`src/rtl/dmem_arbiter_if.sv`:
```
// Request/response bundle for one requester of the data-memory arbiter.
// The requester drives the master side; the arbiter sits on the slave side.
interface dmem_arbiter_if;
    logic        req;
    logic        we;
    logic [2:0]  acc_type;
    logic [31:0] addr;
    logic [31:0] wdata;
    logic        gnt;
    logic        rvalid;
    logic [31:0] rdata;
    logic        err;

    modport master (
        output req, we, acc_type, addr, wdata,
        input  gnt, rvalid, rdata, err
    );

    modport slave (
        input  req, we, acc_type, addr, wdata,
        output gnt, rvalid, rdata, err
    );
endinterface

```
`src/rtl/dmem_arbiter.sv`:
```
// Two-port round-robin arbiter and fixed IDLE/ACCESS/RESP sequencer in front
// of the single-port data memory; illegal accesses never reach the memory.
module dmem_arbiter #(
    parameter int MEM_WORDS = 64
) (
    input  logic                 clk,
    input  logic                 rst_n,
    dmem_arbiter_if.slave        m0,
    dmem_arbiter_if.slave        m1,
    output logic                 d_wr_en,
    output logic [2:0]           store_type,
    output logic [2:0]           load_type,
    output logic [31:0]          dAddr,
    output logic [31:0]          dWdata,
    input  logic [31:0]          dRdata
);
    typedef enum logic [1:0] {
        IDLE   = 2'd0,
        ACCESS = 2'd1,
        RESP   = 2'd2
    } state_t;

    localparam logic [29:0] WORD_LIMIT = 30'(MEM_WORDS);

    state_t      state_q, state_d;
    logic        accept;
    logic        winner;
    logic        last_grant_q;
    logic        owner_q;
    logic        err_q;
    logic        we_q;
    logic [2:0]  type_q;
    logic [31:0] addr_q;
    logic [31:0] wdata_q;
    logic [1:0]  gnt_q;
    logic [1:0]  rvalid_q;
    logic [1:0]  err_out_q;
    logic [31:0] rdata0_q;
    logic [31:0] rdata1_q;
    logic        sel_we;
    logic [2:0]  sel_type;
    logic [31:0] sel_addr;
    logic [31:0] sel_wdata;
    logic        sel_err;
    logic        mem_live;

    function automatic logic access_err(input logic we, input logic [2:0] t,
                                        input logic [31:0] a);
        logic e;
        e = 1'b0;
        if ((t == 3'b001 || t == 3'b101) && a[0])
            e = 1'b1;
        if (t == 3'b010 && a[1:0] != 2'b00)
            e = 1'b1;
        if (!we && (t == 3'b011 || t == 3'b110 || t == 3'b111))
            e = 1'b1;
        if (we && !(t == 3'b000 || t == 3'b001 || t == 3'b010))
            e = 1'b1;
        if (a[31:2] >= WORD_LIMIT)
            e = 1'b1;
        return e;
    endfunction

    always_ff @(posedge clk or negedge rst_n) begin
        if (!rst_n)
            state_q <= IDLE;
        else
            state_q <= state_d;
    end

    // Requests are only sampled in IDLE; on contention the port that did
    // not win last time goes first.
    always_comb begin
        state_d = state_q;
        accept  = 1'b0;
        winner  = 1'b0;
        case (state_q)
            IDLE: begin
                if (m0.req || m1.req) begin
                    accept  = 1'b1;
                    winner  = (m0.req && m1.req) ? ~last_grant_q : m1.req;
                    state_d = ACCESS;
                end
            end
            ACCESS:  state_d = RESP;
            RESP:    state_d = IDLE;
            default: state_d = IDLE;
        endcase
    end

    assign sel_we    = winner ? m1.we       : m0.we;
    assign sel_type  = winner ? m1.acc_type : m0.acc_type;
    assign sel_addr  = winner ? m1.addr     : m0.addr;
    assign sel_wdata = winner ? m1.wdata    : m0.wdata;
    assign sel_err   = access_err(sel_we, sel_type, sel_addr);

    // IDLE -> ACCESS: latch the winner; ACCESS -> RESP: capture the result.
    always_ff @(posedge clk or negedge rst_n) begin
        if (!rst_n) begin
            last_grant_q <= 1'b1;
            owner_q      <= 1'b0;
            err_q        <= 1'b0;
            we_q         <= 1'b0;
            type_q       <= 3'b000;
            addr_q       <= '0;
            wdata_q      <= '0;
            gnt_q        <= 2'b00;
            rvalid_q     <= 2'b00;
            err_out_q    <= 2'b00;
            rdata0_q     <= '0;
            rdata1_q     <= '0;
        end else begin
            gnt_q     <= 2'b00;
            rvalid_q  <= 2'b00;
            err_out_q <= 2'b00;
            if (accept) begin
                last_grant_q <= winner;
                owner_q      <= winner;
                err_q        <= sel_err;
                we_q         <= sel_we;
                type_q       <= sel_type;
                addr_q       <= sel_addr;
                wdata_q      <= sel_wdata;
                gnt_q        <= winner ? 2'b10 : 2'b01;
            end
            if (state_q == ACCESS) begin
                rvalid_q  <= owner_q ? 2'b10 : 2'b01;
                err_out_q <= err_q ? (owner_q ? 2'b10 : 2'b01) : 2'b00;
                if (owner_q)
                    rdata1_q <= (!err_q && !we_q) ? dRdata : '0;
                else
                    rdata0_q <= (!err_q && !we_q) ? dRdata : '0;
            end
        end
    end

    // The memory only sees a legal access, and only for the ACCESS cycle.
    assign mem_live   = (state_q == ACCESS) && !err_q;
    assign d_wr_en    = mem_live && we_q;
    assign dAddr      = mem_live ? addr_q  : '0;
    assign dWdata     = mem_live ? wdata_q : '0;
    assign store_type = mem_live ? type_q  : 3'b000;
    assign load_type  = mem_live ? type_q  : 3'b000;

    assign m0.gnt    = gnt_q[0];
    assign m1.gnt    = gnt_q[1];
    assign m0.rvalid = rvalid_q[0];
    assign m1.rvalid = rvalid_q[1];
    assign m0.err    = err_out_q[0];
    assign m1.err    = err_out_q[1];
    assign m0.rdata  = rdata0_q;
    assign m1.rdata  = rdata1_q;
endmodule

```
`src/flat_wrapper.sv`:
```
// flat-port wrapper written by rule: the top's interface ports become plain ports
module dmem_arbiter_flat 
#(
    parameter int MEM_WORDS = 64
)
  (clk, rst_n, d_wr_en, store_type, load_type, dAddr, dWdata, dRdata, m0_req, m0_we, m0_acc_type, m0_addr, m0_wdata, m0_gnt, m0_rvalid, m0_rdata, m0_err, m1_req, m1_we, m1_acc_type, m1_addr, m1_wdata, m1_gnt, m1_rvalid, m1_rdata, m1_err);
  dmem_arbiter_if m0_i ();
  dmem_arbiter_if m1_i ();
  input  logic clk;
  input  logic rst_n;
  output logic d_wr_en;
  output logic [2:0] store_type;
  output logic [2:0] load_type;
  output logic [31:0] dAddr;
  output logic [31:0] dWdata;
  input  logic [31:0] dRdata;
  input wire logic [$bits(m0_i.req)-1:0] m0_req;
  input wire logic [$bits(m0_i.we)-1:0] m0_we;
  input wire logic [$bits(m0_i.acc_type)-1:0] m0_acc_type;
  input wire logic [$bits(m0_i.addr)-1:0] m0_addr;
  input wire logic [$bits(m0_i.wdata)-1:0] m0_wdata;
  output wire logic [$bits(m0_i.gnt)-1:0] m0_gnt;
  output wire logic [$bits(m0_i.rvalid)-1:0] m0_rvalid;
  output wire logic [$bits(m0_i.rdata)-1:0] m0_rdata;
  output wire logic [$bits(m0_i.err)-1:0] m0_err;
  input wire logic [$bits(m1_i.req)-1:0] m1_req;
  input wire logic [$bits(m1_i.we)-1:0] m1_we;
  input wire logic [$bits(m1_i.acc_type)-1:0] m1_acc_type;
  input wire logic [$bits(m1_i.addr)-1:0] m1_addr;
  input wire logic [$bits(m1_i.wdata)-1:0] m1_wdata;
  output wire logic [$bits(m1_i.gnt)-1:0] m1_gnt;
  output wire logic [$bits(m1_i.rvalid)-1:0] m1_rvalid;
  output wire logic [$bits(m1_i.rdata)-1:0] m1_rdata;
  output wire logic [$bits(m1_i.err)-1:0] m1_err;
  assign m0_i.req = m0_req;
  assign m0_i.we = m0_we;
  assign m0_i.acc_type = m0_acc_type;
  assign m0_i.addr = m0_addr;
  assign m0_i.wdata = m0_wdata;
  assign m0_gnt = m0_i.gnt;
  assign m0_rvalid = m0_i.rvalid;
  assign m0_rdata = m0_i.rdata;
  assign m0_err = m0_i.err;
  assign m1_i.req = m1_req;
  assign m1_i.we = m1_we;
  assign m1_i.acc_type = m1_acc_type;
  assign m1_i.addr = m1_addr;
  assign m1_i.wdata = m1_wdata;
  assign m1_gnt = m1_i.gnt;
  assign m1_rvalid = m1_i.rvalid;
  assign m1_rdata = m1_i.rdata;
  assign m1_err = m1_i.err;
  dmem_arbiter #(.MEM_WORDS(MEM_WORDS)) u_core (.clk(clk), .rst_n(rst_n), .m0(m0_i), .m1(m1_i), .d_wr_en(d_wr_en), .store_type(store_type), .load_type(load_type), .dAddr(dAddr), .dWdata(dWdata), .dRdata(dRdata));
endmodule
```
`config.mk`:
```
export PLATFORM = sky130hd
export DESIGN_NAME = dmem_arbiter_flat
export DESIGN_NICKNAME = d
export VERILOG_FILES = /design/src/rtl/dmem_arbiter_if.sv /design/src/rtl/dmem_arbiter.sv /design/src/flat_wrapper.sv
export SDC_FILE = /design/constraint.sdc
export NUM_CORES = 1
export LEC_CHECK = 0
export CAP_MARGIN = 40
export CORE_UTILIZATION = 25
export DETAILED_ROUTE_END_ITERATION = 6
export GPL_TIMING_DRIVEN = 1
export SYNTH_ARGS = -nofsm -noshare
export SYNTH_HDL_FRONTEND = slang
export SYNTH_SLANG_ARGS = --single-unit
```
`constraint.sdc`:
```
create_clock -name clk -period 1.5 [get_ports clk]
set_clock_uncertainty 0.15 [all_clocks]
set_input_delay 0.3 -clock clk [delete_from_list [all_inputs] [get_ports clk]]
set_output_delay 0.3 -clock clk [all_outputs]
set_load 0.01 [all_outputs]
```
==> results.md, run 1 <==
| Group | Quantity | This run |
|:---|:---|:---|
| sta | Unrepaired setup endpoints after global routing | true |
| synthesis | Total of warnings raised by yosys | 0 |
| finish | Most common library cell in the layout ignoring fill and taps | sky130_fd_sc_hd__nand2_1 |
| worst setup path | Data required time at the worst endpoint | 1.05 ns |
| placed design | Placer congestion estimate | 0.853 |
| drt | Wire length on met3 | 1830 microns |
| drt | Met1 wire length | 10400 microns |
| floorplan | Die Outline Area | 0.0266 sq mm |
| sta | Maximum clock frequency | 462 MHz |
| floorplan | Height of the die | 163 microns |
| finish | # diodes | 0 |
| power | Part of the total power dissipated in combinational logic | 41.8% |
| hold path | Path category of the worst min-delay check | in -> async |
| clock tree | Buffer levels on the longest clock path | 2 |
| grt | Vias in the first global route | 6936 |
| clock tree | Clock transition at the registers of the reported paths | 0.07 ns |
| synthesis | Register area share after synthesis | 55.2% |
| worst setup path | Largest fanout of any net on the critical path | 7 |
| floorplan | I/O pin cnt | 313 |
| finish | Total of fill cells in the finished design | 2450 |
| synthesis | Proportion of synthesized flip-flops having asynchronous set or reset | 100% |
| finish | Register Area | 0.00358 sq mm |
| sta | Final-report hold violation count | 0 |
| synthesis | EDFF count, synth | 0 |
| worst setup path | Crit end category | primary output |
| worst setup path | Chain of cells forming the critical path | nor2b_4, buf_12, clkbuf_16, buf_8, and3_4, buf_6 |
| run status | Status | complete, but fails checks |
| drt | Number of DRC violations after detailed routing | 0 |
| power | Peak ir drop on the vdd network | 0.000822 V |
| run status | Violations in the final reports | negative setup slack |
| synthesis | Mean instance size in the synthesized netlist | 8.61 sq um |
| drt | Vias per cell | 4.63 |
| placed design | Port bufs | 312 |
| worst setup path | Critical path class | reg -> out |
| drt | Detailed-route wire length per cell | 17.1 microns |
| clock tree | Insertion delay to the later sink of the worst-skew pair | 0.42 ns |
| finish | Area of the multi-input gates | 0.00279 sq mm |
| grt | Global-route wire length before repair | 38600 microns |
| finish | Post-route standard cell area excluding fillers | 0.0118 sq mm |
| synthesis | Post-synthesis cell type count | 29 |
| sta | Final hold slack | 0.187 ns |
| synthesis | Net Count, Synth | 926 |
| floorplan | Placement Rows | 58 |
| clock tree | Library cell used as clock root buffer | sky130_fd_sc_hd__clkbuf_16 |
| finish | Syn-to-layout area delta | 82.5% |
| clock tree | Clock tree from TritonCTS | built |
| drt | Total routed wirelength | 25400 microns |
| synthesis | Top FF cell, synth | sky130_fd_sc_hd__dfrtp_1 |
| sta | Period utilization | 144% |
| drt | Routed length on met2 | 12600 microns |
| worst setup path | Number of buffer and inverter instances along the worst setup path | 4 |
| sta | Finish-stage setup viols | 194 |
| clock tree | Clock Sink Count | 143 |
| worst setup path | Worst stage delay on the critical path | 0.40 ns |
| sta | Total Neg Setup Slack | -71.01 ns |
| sta | Worst Slack Setup Final | -0.664 ns |
| sta | Headroom to the max-slew limit | 74.4% |
| grt | GRT Residual Overflow | 0 |
| placed design | Dpl cell area | 0.0106 sq mm |
| grt | Maximum number of pins on one net before global-route repair | 51 |
| placed design | Placed wire-length estimate | 17500 microns |
| grt | Number of antenna violations at the first check in global routing | 0 |
| floorplan | Effective utilization at floorplan | 25.6% |
| worst setup path | Cell with the largest stage delay on the worst path | sky130_fd_sc_hd__dfrtp_1 |
| drt | Top routing layer in use | met4 |
| power | Fraction of power spent switching nets | 35.5% |
| finish | Layout cells sized above 1 | 29.3% |
| sta | Final number of max-transition violations | 0 |
| drt | Via count | 6860 |
| synthesis | Gate count of the mapped netlist | 754 |
| grt | Total routing usage reported by global routing | 19.0% |
| worst setup path | Top cell family by delay on the critical path | buffers and inverters |
| power | Total power per unit cell area | 1460 mW/mm^2 |
| clock tree | H-tree Lvls | 4 |
| power | Share of power burned in registers | 32.9% |
| synthesis | Post-synthesis sequential element count | 143 |
| power | Switching power | 0.00615 W |
| clock tree | Clock buffer count from CTS | 17 |
| power | Clock network power share | 25.3% |
| floorplan | Overall die width | 163 microns |
| sta | Transition at the pin with the smallest max-transition slack | 0.380 ns |
| drt | Number of routed nets with antenna violations | 0 |
| drt | Count of TritonRoute iterations in the first routing pass | 4 |
| sta | Final Critical Period | 2.16 ns |
| finish | Most frequent cells in the layout | sky130_fd_sc_hd__nand2_1 (224), sky130_fd_sc_hd__clkdlybuf4s50_1 (170), sky130_fd_sc_hd__dfrtp_1 (142) |
| synthesis | Cell area after technology mapping | 0.00649 sq mm |
| worst setup path | Data arrival, critical path | 1.71 ns |
| power | Leak pwr | 5.36 nW |
| drt | First DRT Iteration DRCs | 340 |
| finish | Layout net count | 1312 |
| flow run | Number of max-cap violations | 0 |
| power | Int Pwr | 0.0112 W |
| floorplan | CORE AREA | 0.0253 sq mm |
| worst setup path | Worst Setup Start Kind | register |
## synth_stat cells, drive strengths merged (2+ instances only)
cell / count / share of area, %
a211oi: 3 / 0.42
a31oi: 68 / 6.6
and3: 68 / 6.6
buf: 35 / 3.5
clkbuf: 29 / 1.7
dfrtp: 142 / 55
inv: 4 / 0.23
nand2: 238 / 14
nand4: 4 / 0.39
nor2: 73 / 4.2
nor3: 4 / 0.31
nor4: 8 / 0.77
o21ai: 67 / 5.2
o32ai: 2 / 0.27
## registers in the layout (all words and copies together), names as in the netlist, 2 cells and up
register	cells
u_core.m0.rdata	32
u_core.rvalid_q	2
u_core.wdata_q	32
u_core.type_q	3
u_core.err_out_q	2
u_core.addr_q	32
u_core.m1.rdata	32
u_core.gnt_q	2
u_core.state_q	2
## per-layer routing
layer,up-vias,GRT usage [%]
li1,3338,-
met1,3226,22.3
met2,264,33.0
met3,32,5.49
met4,0,6.54
met5,-,0
## timing repair
action / 4_1_cts / 5_1_grt
gates resized for setup: 407 / 178
endpoints found under the setup margin: 275 / 249
endpoints found under the hold margin: 125 / 0
buffers inserted: 22 / 10
hold buffers: 1 / 0
cloned: 10 / 4
pin swaps: 25 / 39
## path summary, 6_finish.rpt
kind | startpoint | end | slack (ns) | depth (start not counted)
worst max register to register | u_core.state_q[1] | u_core.wdata_q[26] | -0.50 | 9
worst max-delay path | u_core.state_q[1] | store_type[2] | -0.66 | 6
worst min register to register | u_core.m1.rdata[9] | u_core.m1.rdata[9] | 0.33 | 2
min in group clk | m0_addr[6] | u_core.addr_q[6] | 0.28 | 3
max in group asynchronous | rst_n | u_core.m0.rdata[8] | 0.42 | 3
worst min-delay path | rst_n | u_core.m1.rdata[2] | 0.19 | 2
## per-stage QoR
stage               power, W  instances  utilization, %  worst slack [ns]
floorplan            0.00862        754               -           -0.0331
detailed placement    0.0113       1409            41.7            -0.551
finish                0.0173       1483            46.8            -0.664
CTS                   0.0169       1472            45.8            -0.948
global route          0.0184       1483            46.8            -0.742
global placement      0.0113       1409            41.7            -0.523
## power by group through the flow
| stage | clock [W] | combinational (W) | sequential [W] |
|---|---|---|---|
| final | 0.00439 | 0.00725 | 0.00570 |
| after global routing | 0.00468 | 0.00789 | 0.00580 |
| after CTS | 0.00449 | 0.00673 | 0.00566 |
| after detailed placement | 0 | 0.00560 | 0.00572 |
| after global placement | 0 | 0.00553 | 0.00572 |
| after floorplan | 0 | 0.00314 | 0.00548 |
## area by class of cell
| cell class | instances | area share [%] |
|---|---|---|
| Timing Repair inverter | 1 | 0.0740 |
| Sequential cell | 143 | 30.2 |
| Inverter | 5 | 0.285 |
| Clock inverter | 14 | 1.47 |
| Tap cell | 330 | 3.49 |
| Clock buffer | 18 | 3.62 |
| Multi-Input combinational cell | 542 | 23.5 |
| Timing Repair Buffer | 430 | 37.3 |
## logic make-up (layout without fill, tap and decap cells)
kind of cell | after synthesis | count (layout) | share of synthesized area, %
AO/OA/AOI/OAI | 144 | 144 | 13.0
buffers and inverters | 69 | 468 | 5.53
flip-flops | 143 | 143 | 55.2
AND/OR/NAND/NOR | 398 | 398 | 26.3
Power figures use the tool's default switching activity.
==> run 2: changes to the inputs <==
==> constraint.sdc (replaced) <==
create_clock -name clk -period 1.5 [get_ports clk]
set_clock_uncertainty 0.15 [all_clocks]
set_input_delay 0.375 -clock clk [delete_from_list [all_inputs] [get_ports clk]]
set_output_delay 0.375 -clock clk [all_outputs]
set_load 0.01 [all_outputs]
==> results.md, run 2 (synthesis gave the netlist of run 1 again) <==
| Group | Quantity | This run |
|:---|:---|:---|
| grt | Maximum number of pins on one net before global-route repair | 58 |
| drt | Total routed wirelength | 28700 microns |
| worst setup path | Data arrival, critical path | 1.66 ns |
| drt | Via count | 7105 |
| sta | Final number of max-transition violations | 0 |
| grt | Global-route wire length before repair | 39500 microns |
| drt | Detailed-route wire length per cell | 19.0 microns |
| floorplan | Height of the die | 163 microns |
| finish | Register Area | 0.00358 sq mm |
| finish | Syn-to-layout area delta | 88.9% |
| placed design | Placer congestion estimate | 0.849 |
| drt | Number of DRC violations after detailed routing | 0 |
| floorplan | Die Outline Area | 0.0266 sq mm |
| run status | Violations in the final reports | negative setup slack |
| floorplan | Placement Rows | 58 |
| worst setup path | Worst Setup Start Kind | register |
| worst setup path | Critical path class | reg -> out |
| sta | Period utilization | 146% |
| sta | Worst Slack Setup Final | -0.686 ns |
| sta | Final-report hold violation count | 0 |
| grt | Total routing usage reported by global routing | 19.7% |
| finish | Layout cells sized above 1 | 31.7% |
| placed design | Port bufs | 312 |
| finish | Area of the multi-input gates | 0.00284 sq mm |
| clock tree | Clock buffer count from CTS | 17 |
| sta | Finish-stage setup viols | 213 |
| finish | Total of fill cells in the finished design | 2424 |
| worst setup path | Crit end category | primary output |
| power | Peak ir drop on the vdd network | 0.000734 V |
| drt | Vias per cell | 4.71 |
| grt | Vias in the first global route | 6872 |
| sta | Transition at the pin with the smallest max-transition slack | 0.487 ns |
| clock tree | Clock transition at the registers of the reported paths | 0.07 ns |
| placed design | Placed wire-length estimate | 17200 microns |
| sta | Final hold slack | 0.241 ns |
| sta | Total Neg Setup Slack | -88.47 ns |
| worst setup path | Timing startpoint of the critical path | u_core.state_q[1] |
| clock tree | H-tree Lvls | 4 |
| floorplan | Overall die width | 163 microns |
| power | Leak pwr | 5.70 nW |
| floorplan | CORE AREA | 0.0253 sq mm |
| clock tree | Clock tree from TritonCTS | built |
| sta | Maximum clock frequency | 458 MHz |
| floorplan | Effective utilization at floorplan | 25.6% |
| floorplan | I/O pin cnt | 313 |
| worst setup path | Cells on worst reg2reg path | 10 |
| clock tree | Insertion delay to the later sink of the worst-skew pair | 0.42 ns |
| sta | Final Critical Period | 2.19 ns |
| grt | Number of antenna violations at the first check in global routing | 0 |
| drt | Count of TritonRoute iterations in the first routing pass | 5 |
| finish | # diodes | 0 |
| clock tree | Library cell used as clock root buffer | sky130_fd_sc_hd__clkbuf_16 |
| worst setup path | Worst R2R Start | u_core.state_q[1] |
| finish | Fraction of the core area covered by cells at the end of the flow | 48.4% |
| finish | Most frequent cells in the layout | sky130_fd_sc_hd__nand2_1 (229), sky130_fd_sc_hd__clkdlybuf4s50_1 (170), sky130_fd_sc_hd__dfrtp_1 (142) |
| drt | First DRT Iteration DRCs | 508 |
| worst setup path | Largest fanout of any net on the critical path | 6 |
| finish | Layout net count | 1337 |
| power | Total power per unit cell area | 1580 mW/mm^2 |
| sta | Headroom to the max-slew limit | 67.5% |
| clock tree | Buffer levels on the longest clock path | 2 |
| clock tree | Clock Sink Count | 143 |
| run status | Status | complete, but fails checks |
| worst setup path | Data required time at the worst endpoint | 0.97 ns |
| sta | Unrepaired setup endpoints after global routing | true |
| hold path | Path category of the worst min-delay check | in -> async |
| flow run | Number of max-cap violations | 0 |
| grt | GRT Residual Overflow | 0 |
| drt | Number of routed nets with antenna violations | 0 |
| finish | Most common library cell in the layout ignoring fill and taps | sky130_fd_sc_hd__nand2_1 |
run 2: worst max-delay path, stage by stage (launching register included):
cell and delay [ns]:
sky130_fd_sc_hd__dfrtp_1 0.41, sky130_fd_sc_hd__nor2b_4 0.15, sky130_fd_sc_hd__buf_12 0.16, sky130_fd_sc_hd__buf_12 0.12
sky130_fd_sc_hd__buf_16 0.11, sky130_fd_sc_hd__and3_4 0.18, sky130_fd_sc_hd__buf_6 0.11
run 2: layout make-up:
cell class / instances / area share, %
Sequential cell: 143 / 29.2
Tap cell: 330 / 3.37
Clock buffer: 19 / 3.61
Clock inverter: 13 / 1.46
Timing Repair Buffer: 454 / 39.0
Inverter: 5 / 0.235
Multi-Input combinational cell: 544 / 23.1
run 2: final timing paths:
path	endpoint	slack, ns
setup / recovery	d_wr_en	-0.69
hold / removal	u_core.m0.rdata[27]	0.24
setup reg to reg	u_core.type_q[0]	-0.55
hold reg to reg	u_core.m1.rdata[1]	0.33
max in group asynchronous	u_core.addr_q[30]	0.41
min in group clk	u_core.m1.rdata[1]	0.33
run 2: layer usage:
| layer | track usage (%) | vias up | wire length (microns) |
|---|---|---|---|
| li1 | - | 3399 | - |
| met1 | 23.8 | 3360 | 11600 |
| met2 | 33.7 | 295 | 14400 |
| met3 | 4.93 | 51 | 1960 |
| met4 | 7.09 | 0 | 744 |
| met5 | 0 | - | 0 |
run 2: metrics by stage:
stage / std cells / power [W] / setup WS [ns] / cell area, sq um
2_1_floorplan: 754 / 0.00862 / -0.108 / 6590
3_3_place_gp: 1406 / 0.0111 / -0.608 / 10500
3_5_place_dp: 1406 / 0.0111 / -0.614 / 10500
4_1_cts: 1480 / 0.0178 / -0.710 / 11600
5_1_grt: 1508 / 0.0203 / -0.744 / 12300
6_report: 1508 / 0.0193 / -0.686 / 12300
run 2: timing repair:
item	in CTS	in global routing
buffers inserted	27	12
endpoints found under the hold margin	64	0
gates cloned	15	20
hold buffers	1	0
pin swaps	12	27
setup endpoints to repair	272	252
resized for setup	639	83
run 2: where the power goes:
part           internal, W  leakage [nW]  switching [W]  total (W)
logic              0.00473          3.61        0.00424    0.00897
clock network      0.00271         0.301        0.00190    0.00461
registers          0.00498          1.79       0.000742    0.00573
total               0.0124          5.70        0.00688     0.0193
==> run 3: changes to the inputs <==
GPL_TIMING_DRIVEN = 0   (was 1)
==> results.md, run 3 (synthesis gave the netlist of run 1 again) <==
| Group | Quantity | This run |
|:---|:---|:---|
| worst setup path | Top cell family by delay on the critical path | buffers and inverters |
| grt | Number of antenna violations at the first check in global routing | 1 |
| clock tree | Buffer levels on the longest clock path | 2 |
| drt | Detailed-route wire length per cell | 18.9 microns |
| sta | Final-report hold violation count | 69 |
| clock tree | Library cell used as clock root buffer | sky130_fd_sc_hd__clkbuf_16 |
| grt | GR met2 Demand/Resource | 36.0% |
| sta | Unrepaired setup endpoints after global routing | true |
| floorplan | Placement Rows | 58 |
| worst setup path | Worst R2R Start | u_core.state_q[0] |
| floorplan | I/O pin cnt | 313 |
| drt | Number of DRC violations after detailed routing | 0 |
| floorplan | Die Outline Area | 0.0266 sq mm |
| finish | Most frequent cells in the layout | sky130_fd_sc_hd__nand2_1 (236), sky130_fd_sc_hd__clkdlybuf4s50_1 (168), sky130_fd_sc_hd__dfrtp_1 (141) |
| clock tree | Insertion delay to the later sink of the worst-skew pair | 0.41 ns |
| drt | Total routed wirelength | 28100 microns |
| hold path | Path category of the worst min-delay check | in -> async |
| grt | Maximum number of pins on one net before global-route repair | 74 |
| worst setup path | Cell with the largest stage delay on the worst path | sky130_fd_sc_hd__dfrtp_1 |
| floorplan | Height of the die | 163 microns |
| sta | Headroom to the max-slew limit | 52.0% |
| drt | Number of routed nets with antenna violations | 0 |
| placed design | Placed wire-length estimate | 19300 microns |
| power | Fraction of power spent switching nets | 36.1% |
| clock tree | Clock Sink Count | 143 |
| power | Total power per unit cell area | 1490 mW/mm^2 |
| worst setup path | Data required time at the worst endpoint | 0.97 ns |
| finish | Post-route standard cell area excluding fillers | 0.0122 sq mm |
| sta | Period utilization | 146% |
| drt | Count of TritonRoute iterations in the first routing pass | 5 |
| finish | Syn-to-layout area delta | 87.7% |
| sta | Final Critical Period | 2.20 ns |
| sta | Maximum clock frequency | 455 MHz |
| sta | Final hold slack | -0.183 ns |
| floorplan | Effective utilization at floorplan | 25.6% |
| placed design | Port bufs | 312 |
| flow run | Number of max-cap violations | 0 |
| drt | Via count | 7020 |
| finish | # diodes | 0 |
| grt | GRT Residual Overflow | 0 |
| worst setup path | Crit end category | primary output |
| worst setup path | Cell repeated most along the worst path | sky130_fd_sc_hd__buf_12 |
| grt | Met3 track utilization from global routing | 5.23% |
| finish | Layout net count | 1320 |
| power | Part of the total power dissipated in combinational logic | 43.9% |
| finish | Most common library cell in the layout ignoring fill and taps | sky130_fd_sc_hd__nand2_1 |
| worst setup path | R2r setup slk | -0.38 ns |
| finish | Fraction of the core area covered by cells at the end of the flow | 48.1% |
| run status | Status | complete, but fails checks |
| clock tree | Clock tree from TritonCTS | built |
| clock tree | Clock buffer count from CTS | 17 |
| drt | Vias per cell | 4.71 |
| grt | Most used routing layer in global routing | met2 |
| sta | Finish-stage setup viols | 213 |
| grt | Total routing usage reported by global routing | 21.1% |
| grt | Global-route wire length before repair | 42400 microns |
| drt | First DRT Iteration DRCs | 380 |
| power | Total Power Consumption | 0.0182 W |
| grt | Vias in the first global route | 7333 |
| worst setup path | Critical path class | reg -> out |
| clock tree | Clock transition at the registers of the reported paths | 0.06 ns |
| power | Int Pwr | 0.0116 W |
| sta | Transition at the pin with the smallest max-transition slack | 0.719 ns |
| floorplan | Overall die width | 163 microns |
| power | Share of power burned in registers | 30.8% |
| worst setup path | Largest fanout of any net on the critical path | 7 |
| floorplan | CORE AREA | 0.0253 sq mm |
| placed design | Placer congestion estimate | 0.849 |
| worst setup path | Data arrival, critical path | 1.67 ns |
| placed design | Dpl cell area | 0.0102 sq mm |
| worst setup path | Worst Setup Start Kind | register |
| worst setup path | Chain of cells forming the critical path | nor2b_4, buf_12, buf_12, clkbuf_16, and3_4, buf_6 |
| grt | Met1 track demand over resource in global routing | 26.8% |
| worst setup path | Number of buffer and inverter instances along the worst setup path | 4 |
| placed design | Worst setup slack before clock tree synthesis | -1.15 ns |
| power | Clock network power share | 25.2% |
| power | Peak ir drop on the vdd network | 0.000745 V |
| finish | Layout cells sized above 1 | 33.0% |
| power | Switching power | 0.00657 W |
| power | Leak pwr | 5.44 nW |
| sta | Worst Slack Setup Final | -0.696 ns |
| clock tree | H-tree Lvls | 4 |
| worst setup path | Worst stage delay on the critical path | 0.41 ns |
| worst setup path | End of the worst register-to-register path | u_core.addr_q[20] |
| run status | Violations in the final reports | negative hold slack, negative setup slack |
| worst setup path | Cells on worst reg2reg path | 10 |
| sta | Final number of max-transition violations | 0 |
-- run 3: what timing repair did --
action                                  CTS  global route
cloned                                   15             9
gates resized for setup                 566           226
endpoints found under the setup margin  283           281
buffers inserted                         23            15
endpoints found under the hold margin    69            69
pin swaps                                27            47
-- run 3: layout make-up --
class	instances	area, sq um
buffer	64	766
clock inverter	14	183
clock buffer	18	439
multi-input combinational	543	2980
timing repair buffer	371	3730
inverter	5	48.8
sequential	143	3580
fill	2464	13100
timing repair inverter	3	40.0
tap	330	413
-- run 3: layer usage --
metal / wire length (microns) / part of all wire (%) / up-vias
met2: 14000 / 50 / 244
met4: 336 / 1.2 / 2
li1: - / - / 3357
met5: 17 / 0.060 / -
met1: 12000 / 43 / 3393
met3: 1810 / 6.4 / 24
-- run 3: worst max-delay path by stage --
stage | cells past startpoint | slack [ns] | start | endpoint
2_1_floorplan | 5 | -0.11 | u_core.state_q[0] | dAddr[12]
3_3_place_gp | 1 | -6.21 | rst_n | u_core.wdata_q[14]
3_5_place_dp | 5 | -1.15 | u_core.err_q | store_type[0]
4_1_cts | 6 | -0.74 | u_core.state_q[1] | dAddr[18]
5_1_grt | 5 | -0.75 | u_core.err_q | dAddr[25]
6_report | 6 | -0.70 | u_core.state_q[1] | dAddr[14]
-- run 3: per-stage QoR --
step / std cells / setup TNS (ns)
after global routing: 1491 / -95.32
after detailed placement: 1397 / -146.80
after global placement: 1396 / -1028.34
after floorplan: 754 / -4.85
after CTS: 1467 / -102.33
final: 1491 / -79.21
-- run 3: power groups by stage --
stage | clock network [W] | registers, W | logic [W]
2_1_floorplan | 0 | 0.00548 | 0.00314
3_3_place_gp | 0 | 0.00555 | 0.00524
3_5_place_dp | 0 | 0.00559 | 0.00530
4_1_cts | 0.00465 | 0.00558 | 0.00701
5_1_grt | 0.00483 | 0.00575 | 0.00872
6_report | 0.00459 | 0.00560 | 0.00799
-- run 3: worst reg2reg max path: cells and delay by family (launching register included) --
kind | cells | cell delay [ns]
AO/OA/AOI/OAI | 2 | 0.37
buffers and inverters | 6 | 0.80
flip-flops | 1 | 0.38
AND/OR/NAND/NOR | 2 | 0.12
